===== config.mk =====
export PLATFORM = sky130hd
export DESIGN_NAME = moving_average_n_flat
export DESIGN_NICKNAME = d
export VERILOG_FILES = /design/src/rtl/moving_average_n_pkg.sv /design/src/rtl/moving_average_n_if.sv /design/src/rtl/ma_delay_line.sv /design/src/rtl/moving_average_n.sv /design/src/flat_wrapper.sv
export SDC_FILE = /design/constraint.sdc
export NUM_CORES = 1
export LEC_CHECK = 0
export ABC_CLOCK_PERIOD_IN_PS = 7100
export BUFFER_PORTS_ARGS = -buffer_cell sky130_fd_sc_hd__clkbuf_2
export CAP_MARGIN = 15
export CELL_PAD_IN_SITES_DETAIL_PLACEMENT = 1
export CELL_PAD_IN_SITES_GLOBAL_PLACEMENT = 1
export CORE_MARGIN = 2
export CORE_UTILIZATION = 45
export CTS_BUF_LIST = sky130_fd_sc_hd__clkbuf_16
export CTS_CLUSTER_SIZE = 20
export DETAILED_ROUTE_END_ITERATION = 6
export PLACE_DENSITY = 0.82
export SYNTH_ARGS = -nofsm -noshare
export SYNTH_HDL_FRONTEND = slang
export SYNTH_SLANG_ARGS = --single-unit
export TNS_END_PERCENT = 10

===== constraint.sdc =====
create_clock -name system1000 -period 7.1 [get_ports system1000]
set_input_delay 1.775 -clock system1000 [delete_from_list [all_inputs] [get_ports system1000]]
set_output_delay 1.775 -clock system1000 [all_outputs]
set_load 0.01 [all_outputs]

===== src/rtl/moving_average_n_pkg.sv =====
// moving_average_pkg: shared types, default sizes and window clamping for the moving-average filter
package moving_average_pkg;
    localparam int DEF_DATA_W   = 8;
    localparam int DEF_MAX_LOG2 = 3;
    localparam int DEF_SEL_W    = $clog2(DEF_MAX_LOG2 + 1);
    localparam int DEF_ACC_W    = DEF_DATA_W + DEF_MAX_LOG2 + 1;

    typedef logic signed [DEF_DATA_W-1:0] sample_t;
    typedef logic signed [DEF_ACC_W-1:0]  acc_t;
    typedef logic        [DEF_SEL_W-1:0]  win_t;

    // Windows wider than the buffer fall back to the full buffer depth
    function automatic int clamp_win(input int sel, input int max_log2);
        return (sel > max_log2) ? max_log2 : sel;
    endfunction
endpackage


===== src/rtl/moving_average_n_if.sv =====
// moving_average_n_if: sample stream in, averaged stream out, plus window select and clear
interface moving_average_n_if #(
    parameter int DATA_W   = 8,
    parameter int MAX_LOG2 = 3
);
    localparam int SEL_W = $clog2(MAX_LOG2 + 1);

    logic                     in_valid;
    logic signed [DATA_W-1:0] in_data;
    logic [SEL_W-1:0]         win_sel;
    logic                     clear;
    logic                     out_valid;
    logic signed [DATA_W-1:0] out_data;
    logic                     primed;

    modport master (
        output in_valid, in_data, win_sel, clear,
        input  out_valid, out_data, primed
    );

    modport slave (
        input  in_valid, in_data, win_sel, clear,
        output out_valid, out_data, primed
    );
endinterface


===== src/rtl/ma_delay_line.sv =====
// ma_delay_line: circular sample buffer whose read port shows the sample leaving an L-deep window
module ma_delay_line #(
    parameter int DATA_W   = 8,
    parameter int MAX_LOG2 = 3
) (
    input  logic                     clk,
    input  logic                     rst,
    input  logic                     i_we,
    input  logic signed [DATA_W-1:0] i_data,
    input  logic [MAX_LOG2-1:0]      i_len,
    output logic signed [DATA_W-1:0] o_oldest
);
    localparam int DEPTH = 2 ** MAX_LOG2;

    logic signed [DATA_W-1:0] r_buf [DEPTH];
    logic [MAX_LOG2-1:0]      r_wr_ptr;

    // Write pointer advances on every accepted sample and wraps with the buffer depth
    always_ff @(posedge clk or posedge rst) begin
        if (rst) r_wr_ptr <= '0;
        else if (i_we) r_wr_ptr <= r_wr_ptr + MAX_LOG2'(1);
    end

    // Sample storage is never reset; the fill count keeps stale entries out of the sum
    always_ff @(posedge clk) begin
        if (i_we) r_buf[r_wr_ptr] <= i_data;
    end

    // L equal to the depth wraps to 0 here, selecting the slot about to be overwritten
    assign o_oldest = r_buf[r_wr_ptr - i_len];
endmodule


===== src/rtl/moving_average_n.sv =====
// moving_average_n: streaming power-of-two moving average with warm-up suppression and restart
module moving_average_n
    import moving_average_pkg::*;
#(
    parameter int DATA_W   = DEF_DATA_W,
    parameter int MAX_LOG2 = DEF_MAX_LOG2
) (
    input  logic              system1000,
    input  logic              system1000_rst,
    moving_average_n_if.slave bus
);
    localparam int SEL_W = $clog2(MAX_LOG2 + 1);
    localparam int ACC_W = DATA_W + MAX_LOG2 + 1;

    logic [SEL_W-1:0]         r_win, w_win;
    logic [MAX_LOG2:0]        r_fill, w_fill, w_fill_nxt, w_len;
    logic signed [ACC_W-1:0]  r_sum, w_sum, w_sum_nxt;
    logic signed [DATA_W-1:0] w_oldest, r_out_data;
    logic                     r_out_valid, r_primed, w_restart, w_full, w_fire;

    ma_delay_line #(.DATA_W(DATA_W), .MAX_LOG2(MAX_LOG2)) u_delay (
        .clk      (system1000),
        .rst      (system1000_rst),
        .i_we     (bus.in_valid),
        .i_data   (bus.in_data),
        .i_len    (w_len[MAX_LOG2-1:0]),
        .o_oldest (w_oldest)
    );

    // Restart is applied before the incoming sample, so it becomes the first sample of the new window
    always_comb begin
        w_win      = SEL_W'(clamp_win(int'(bus.win_sel), MAX_LOG2));
        w_restart  = bus.clear || (w_win != r_win);
        w_len      = (MAX_LOG2 + 1)'(1) << w_win;
        w_fill     = w_restart ? '0 : r_fill;
        w_sum      = w_restart ? '0 : r_sum;
        w_full     = (w_fill == w_len);
        w_sum_nxt  = w_full ? w_sum + ACC_W'(bus.in_data) - ACC_W'(w_oldest)
                            : w_sum + ACC_W'(bus.in_data);
        w_fill_nxt = w_full ? w_fill : w_fill + (MAX_LOG2 + 1)'(1);
        w_fire     = bus.in_valid && (w_fill_nxt == w_len);
    end

    // Running sum, fill level, window and the one-cycle-late output register
    always_ff @(posedge system1000 or posedge system1000_rst) begin
        if (system1000_rst) begin
            r_win       <= '0;
            r_fill      <= '0;
            r_sum       <= '0;
            r_out_valid <= 1'b0;
            r_out_data  <= '0;
            r_primed    <= 1'b0;
        end else begin
            r_win       <= w_win;
            r_fill      <= bus.in_valid ? w_fill_nxt : w_fill;
            r_sum       <= bus.in_valid ? w_sum_nxt : w_sum;
            r_out_valid <= w_fire;
            r_primed    <= (r_primed && !w_restart) || w_fire;
            if (w_fire) r_out_data <= DATA_W'(w_sum_nxt >>> w_win);
        end
    end

    assign bus.out_valid = r_out_valid;
    assign bus.out_data  = r_out_data;
    assign bus.primed    = r_primed;
endmodule


===== src/flat_wrapper.sv =====
// flat-port wrapper written by rule: the top's interface ports become plain ports
module moving_average_n_flat import moving_average_pkg::*;
#(
    parameter int DATA_W   = DEF_DATA_W,
    parameter int MAX_LOG2 = DEF_MAX_LOG2
)
  (system1000, system1000_rst, bus_in_valid, bus_in_data, bus_win_sel, bus_clear, bus_out_valid, bus_out_data, bus_primed);
  moving_average_n_if #(.DATA_W(DATA_W), .MAX_LOG2(MAX_LOG2)) bus_i ();
  input  logic system1000;
  input  logic system1000_rst;
  input wire logic [$bits(bus_i.in_valid)-1:0] bus_in_valid;
  input wire logic [$bits(bus_i.in_data)-1:0] bus_in_data;
  input wire logic [$bits(bus_i.win_sel)-1:0] bus_win_sel;
  input wire logic [$bits(bus_i.clear)-1:0] bus_clear;
  output wire logic [$bits(bus_i.out_valid)-1:0] bus_out_valid;
  output wire logic [$bits(bus_i.out_data)-1:0] bus_out_data;
  output wire logic [$bits(bus_i.primed)-1:0] bus_primed;
  assign bus_i.in_valid = bus_in_valid;
  assign bus_i.in_data = bus_in_data;
  assign bus_i.win_sel = bus_win_sel;
  assign bus_i.clear = bus_clear;
  assign bus_out_valid = bus_i.out_valid;
  assign bus_out_data = bus_i.out_data;
  assign bus_primed = bus_i.primed;
  moving_average_n #(.DATA_W(DATA_W), .MAX_LOG2(MAX_LOG2)) u_core (.system1000(system1000), .system1000_rst(system1000_rst), .bus(bus_i));
endmodule

======== Word-level counts from Yosys, hierarchy flattened ========
Memories as Yosys holds them, arrays and structs flattened.
Index checks and enable logic that the tools add are counted.
storage, ports and cells
  register bits ........................... 31
  memory bits (writable) .................. 64
  input port bits ......................... 14
  output and inout bits ................... 10
  memories kept ........................... 1
memory list
  memory                words  bits a word  read ports  clocked after memory_dff  write ports  line                 text
  u_core.u_delay.r_buf  8      8            1           0                         1            ma_delay_line.sv:15  logic signed [DATA_W-1:0] r_buf [DEPTH];
operators by class
  $add $sub $neg .......................... 5
  equality and inequality tests ........... 3
  shifts and indexed selects .............. 2
  muxes and demuxes ....................... 8
  reductions and logical operators ........ 5
operators by type and width
  kind                   number
  $mux W12               3
  $add A12 B8 Y12        1
  $mux W4                3
  $sshr A12 B2 Y8        1
  $sub A12 B8 Y12        1
  $eq A4 B4 Y1           2
  $add A4 B1 Y4 const B  1
  $shl A1 B2 Y4 const A  1
  $add A3 B1 Y3 const B  1
  $sub A3 B3 Y3          1
  $logic_and A1 B1 Y1    2
  $logic_or A1 B1 Y1     2
  $mux W1                2
  $ne A2 B2 Y1           1
  $logic_not A1 Y1       1

======== Longest topological paths before layout ========
  depth after elaboration ................. 8
  depth in mapped cells ................... 22
  mapped depth without buffers ............ 20

======== Modules after synthesis ========
Synthesis repeated with hierarchy kept, for this count alone.
unflattened totals
  cells, all modules ...................... 412
  area total of the unflattened synthesis .. 5292.6 um2
by module, submodules not included
  module            instances  cells an instance  area each (um2)  seq. area each (um2)
  ma_delay_line     1          121                2681.3           1996.9
  moving_average_n  1          291                2611.3           675.6

======== Least setup slack after synthesis ========
No wires, ideal clock.
  kind .................................... input-to-reg
  start point ............................. input bus_win_sel[1]
  end point ............................... register u_core.r_out_data[6] (netlist: u_core.bus.out_data[6])
  data arrival time ....................... 6.478 ns
  required time ........................... 6.975 ns
  slack ................................... 0.498 ns
  stages on the path ...................... 22
  buffers on the path ..................... 2
  cells stage by stage .................... clkbuf_1 nor2_1 ha_1 inv_1 fa_1 xor2_1 xnor2_2 clkbuf_1 mux4_2 mux2_2 ha_1 inv_1 fa_1 a21o_1 a21oi_1 o21ai_0 maj3_2 maj3_2 nand4b_1 nand3b_1 mux4_2 mux2_2
on the way
  longest elaborated chain between the ends .. 7
  elaborated cells between the ends (all ways) .. 16
RTL lines
  what                                                           line                                            text
  start, declared                                                flat_wrapper.sv:13                              input wire logic [$bits(bus_i.win_sel)-1:0] bus_win_sel;
  $ne A2 B2 Y1                                                   moving_average_n.sv:33                          w_restart = bus.clear || (w_win != r_win);
  $logic_or A1 B1 Y1                                             moving_average_n.sv:33
  $mux W12 / $mux W4 (equally long branches)                     moving_average_n.sv:36, moving_average_n.sv:35
  $add A12 B8 Y12 (tied with other cells)                        moving_average_n.sv:38, moving_average_n.sv:39
  $sub A12 B8 Y12 / $mux W4 (equally long branches)              moving_average_n.sv:38, moving_average_n.sv:40
  $mux W12 / $eq A4 B4 Y1 (equally long branches)                moving_average_n.sv:38, moving_average_n.sv:41
  $sshr A12 B2 Y8 / $logic_and A1 B1 Y1 (equally long branches)  moving_average_n.sv:59, moving_average_n.sv:41
  end signal, assigned                                           moving_average_n.sv:59                          if (w_fire) r_out_data <= DATA_W'(w_sum_nxt >>> w_win);
  end, declared                                                  moving_average_n.sv:18                          logic signed [DATA_W-1:0] w_oldest, r_out_data;
Parallel ways exist; a longest one is shown, timed or not.
A chain may end at the register's enable or synchronous reset.

======== Worst setup path in the final report ========
  start point ............................. input bus_win_sel[1]
  end point ............................... register u_core.r_out_data[7] (netlist: u_core.bus.out_data[7])
The elaborated chain is that of the path after synthesis.

==> flow_summary.ini <==
[logic_synthesis]
syn_area_per_cell_sq_um = 12.7
netlist_instances = 409
ys_seq_elements = 94
postSynth.topFlopCell = edfxtp_1
synthTopCellsByArea = edfxtp_1, dfrtp_1, mux4_2
yosysSeqAreaShare_pct = 51.3
async_flop_share_pct = 31.9
synth.distinct_cells = 60
yosysTopAreaCell = edfxtp_1
synth_edf_count = 64
syn_area_sq_um = 5210
synth_warnings = 0
syn_nets = 447
synth_top_area_share_pct = 36.9

[power_and_ir_drop]
combPwrFrac_pct = 50.3
ir_worst_vdd_mv = 0.313
p_leak_uw = 0.00227
swShare_pct = 39.4
power.internal_uw = 1520
p_switching_uw = 988
p_clk_share_pct = 19.5
seq_power_share_pct = 30.2
power.density_nw_per_um2 = 430

[die]
die-area_sq_um = 12500
fp.dieW_um = 112
dieHeight_um = 112
rows = 39
initial_core_util_pct = 45.8
core_sq_um = 11400
ios = 24

[sta]
period_minus_slack_ns = 6.57
slew_viol_final = 0
clock.fmax_ghz = 0.152
clock_skew_ns = 0.0123
whs_ns = 0.491
rsz0062_at_grt = no
tightest_slew_ns = 0.929
min_period_over_period_pct = 92.5
relSlewSlack_pct = 37.8
setup_viol = 0
hold_violations = 0
setup_tns_ns = 0

[clock_network]
path_clk_slew_ns = 0.07
postCtsResizedCells = 0
root_buffer = clkbuf_16
clockBufferDepth = 2
htree_levels = 3
cts_tree = yes
postCtsHoldBufs = 0
cts_buffers = 9
cts_sinks = 94
clock_latency_ns = 0.37
cts_setup_buffers = 0

[worst_setup_path]
rrSetupSlack_ns = 1.86
cp_max_fo = 13
cp-start-kind = input pin
worstSetupEndpointType = register
crit_type = in -> reg
worstPathArrival_ns = 6.84
critPathRequiredTime_ns = 7.38

[grt]
grt_antenna_before_repair = 0
use_met3_pct = 4.08
grt_usage_pct = 22.0
grt_max_degree = 31
grt_first_pass_wirelength_mm = 20.8
first_global_vias = 3809
grt_util_met2_pct = 38.5
grt.met1_usage_pct = 27.7
grt_overflow = 0
busiest_layer = met2

[finish]
layout_commonest_cell = edfxtp_1
ff_latch_area_sq_um = 2670
syn2layout_area_growth_pct = 11.9
multi_input_area_sq_um = 2400
mostFrequentLayoutCells = edfxtp_1, dfrtp_1, nand2_1
drive_gt1_share_pct = 21.0
finalNetCount = 480
diodes = 0
fillers = 1170
layout.cells.non_filler = 590

[detailed_routing]
drt-pass1-iter-count = 4
antenna_left = 0
drc = 0
drt_iter0_drc = 207
wl_per_cell_um = 21.5
viasPerCell = 5.85
wirelength_mm = 12.7
num_vias = 3451

[placement]
post-place-cells = 573
io_buffers = 23
gp_congestion = 0.870
post-dp-hpwl_mm = 9.32

[flow_run]
maxCapViolCount = 0

[outcome]
outcome = completed

[worst_hold_path]
hold_path.class = reg -> reg
==> worst max-delay path, cell delays in order <==
cell      delay [ns]
clkbuf_2        0.19
nor2_1          0.25
ha_1            0.20
inv_1           0.05
fa_1            0.38
xor2_1          0.18
xnor2_2         0.38
buf_4           0.28
mux4_2          0.32
mux2i_1         0.17
ha_1            0.30
a21o_1          0.19
a21oi_1         0.21
o21ai_0         0.12
maj3_2          0.35
maj3_2          0.35
o31ai_1         0.51
mux2i_1         0.30
nand4_1         0.12
a41oi_1         0.21
==> cell families after synthesis <==
| logic type | Yosys count | share of synthesized area [%] |
|---|---|---|
| muxes | 46 | 14.0 |
| DFF | 94 | 51.3 |
| and+or+nand+nor | 107 | 10.6 |
| AOI/OAI and AO/OA | 81 | 10.6 |
| adders and majority gates | 26 | 6.63 |
| buffers and inverters | 30 | 2.57 |
| xor gates and xnor gates | 25 | 4.35 |
==> per-stage QoR <==
stage	instance area [sq um]	total power, uW	setup WS, ns	util (%)
final	5830	2510	0.534	51.3
after global routing	5830	2670	0.207	51.3
after CTS	5820	2520	0.556	51.2
after detailed placement	5520	2010	0.199	48.6
after global placement	5520	1940	0.393	48.6
after floorplan	5210	1670	0.498	-
==> synth_stat cells (all sizes together) (5+ instances only) <==
library cell / instances
nand3: 5
inv: 13
mux2: 13
nor3: 6
a21o: 8
and2: 12
mux4: 20
nor2b: 5
nand2: 28
nor2: 25
a21oi: 12
xor2: 13
nand3b: 5
xnor2: 12
o21ai: 24
buf: 6
edfxtp: 64
mux2i: 13
nand2b: 5
ha: 21
dfrtp: 30
clkbuf: 9
==> cell type report <==
class / count / share of cell area, %
clock buffers: 9 / 3.86
clock inverters: 7 / 1.22
inverters: 15 / 0.966
multi-input cells: 285 / 41.2
flip-flops and latches: 94 / 45.9
well taps: 143 / 3.07
repair buffers: 37 / 3.78
==> power groups by stage <==
stage	logic (uW)	clock network, uW	registers, uW
2_1_floorplan	912	0	755
3_5_place_dp	1250	0	768
5_1_grt	1380	518	770
3_3_place_gp	1180	0	758
6_report	1260	489	757
4_1_cts	1260	496	758
==> final timing paths <==
path	endpoint	cells past startpoint	start
max	u_core.bus.out_data[7]	20	bus_win_sel[1]
min	u_core.bus.primed	1	u_core.bus.primed
max reg2reg	u_core.bus.out_data[7]	19	u_core.u_delay.r_wr_ptr[0]
min reg2reg	u_core.bus.primed	1	u_core.bus.primed
max in group asynchronous	u_core.bus.out_data[5]	3	system1000_rst
min in group asynchronous	u_core.r_sum[3]	3	system1000_rst
==> routing by layer <==
metal / vias to the layer above / wire length, um
met5: - / 0
met1: 1754 / 5410
met3: 22 / 500
met4: 0 / 252
met2: 58 / 6530
li1: 1617 / -
==> flip-flops by register name (all words and copies together) (netlist names) <==
register                 cells
u_core.u_delay.r_wr_ptr      3
u_core.bus.out_data          8
u_core.r_sum                11
u_core.bus.out_valid         1
u_core.bus.primed            1
u_core.u_delay.r_buf        64
u_core.r_fill                4
u_core.r_win                 2
Note: power is estimated with default switching activity, not from simulation.
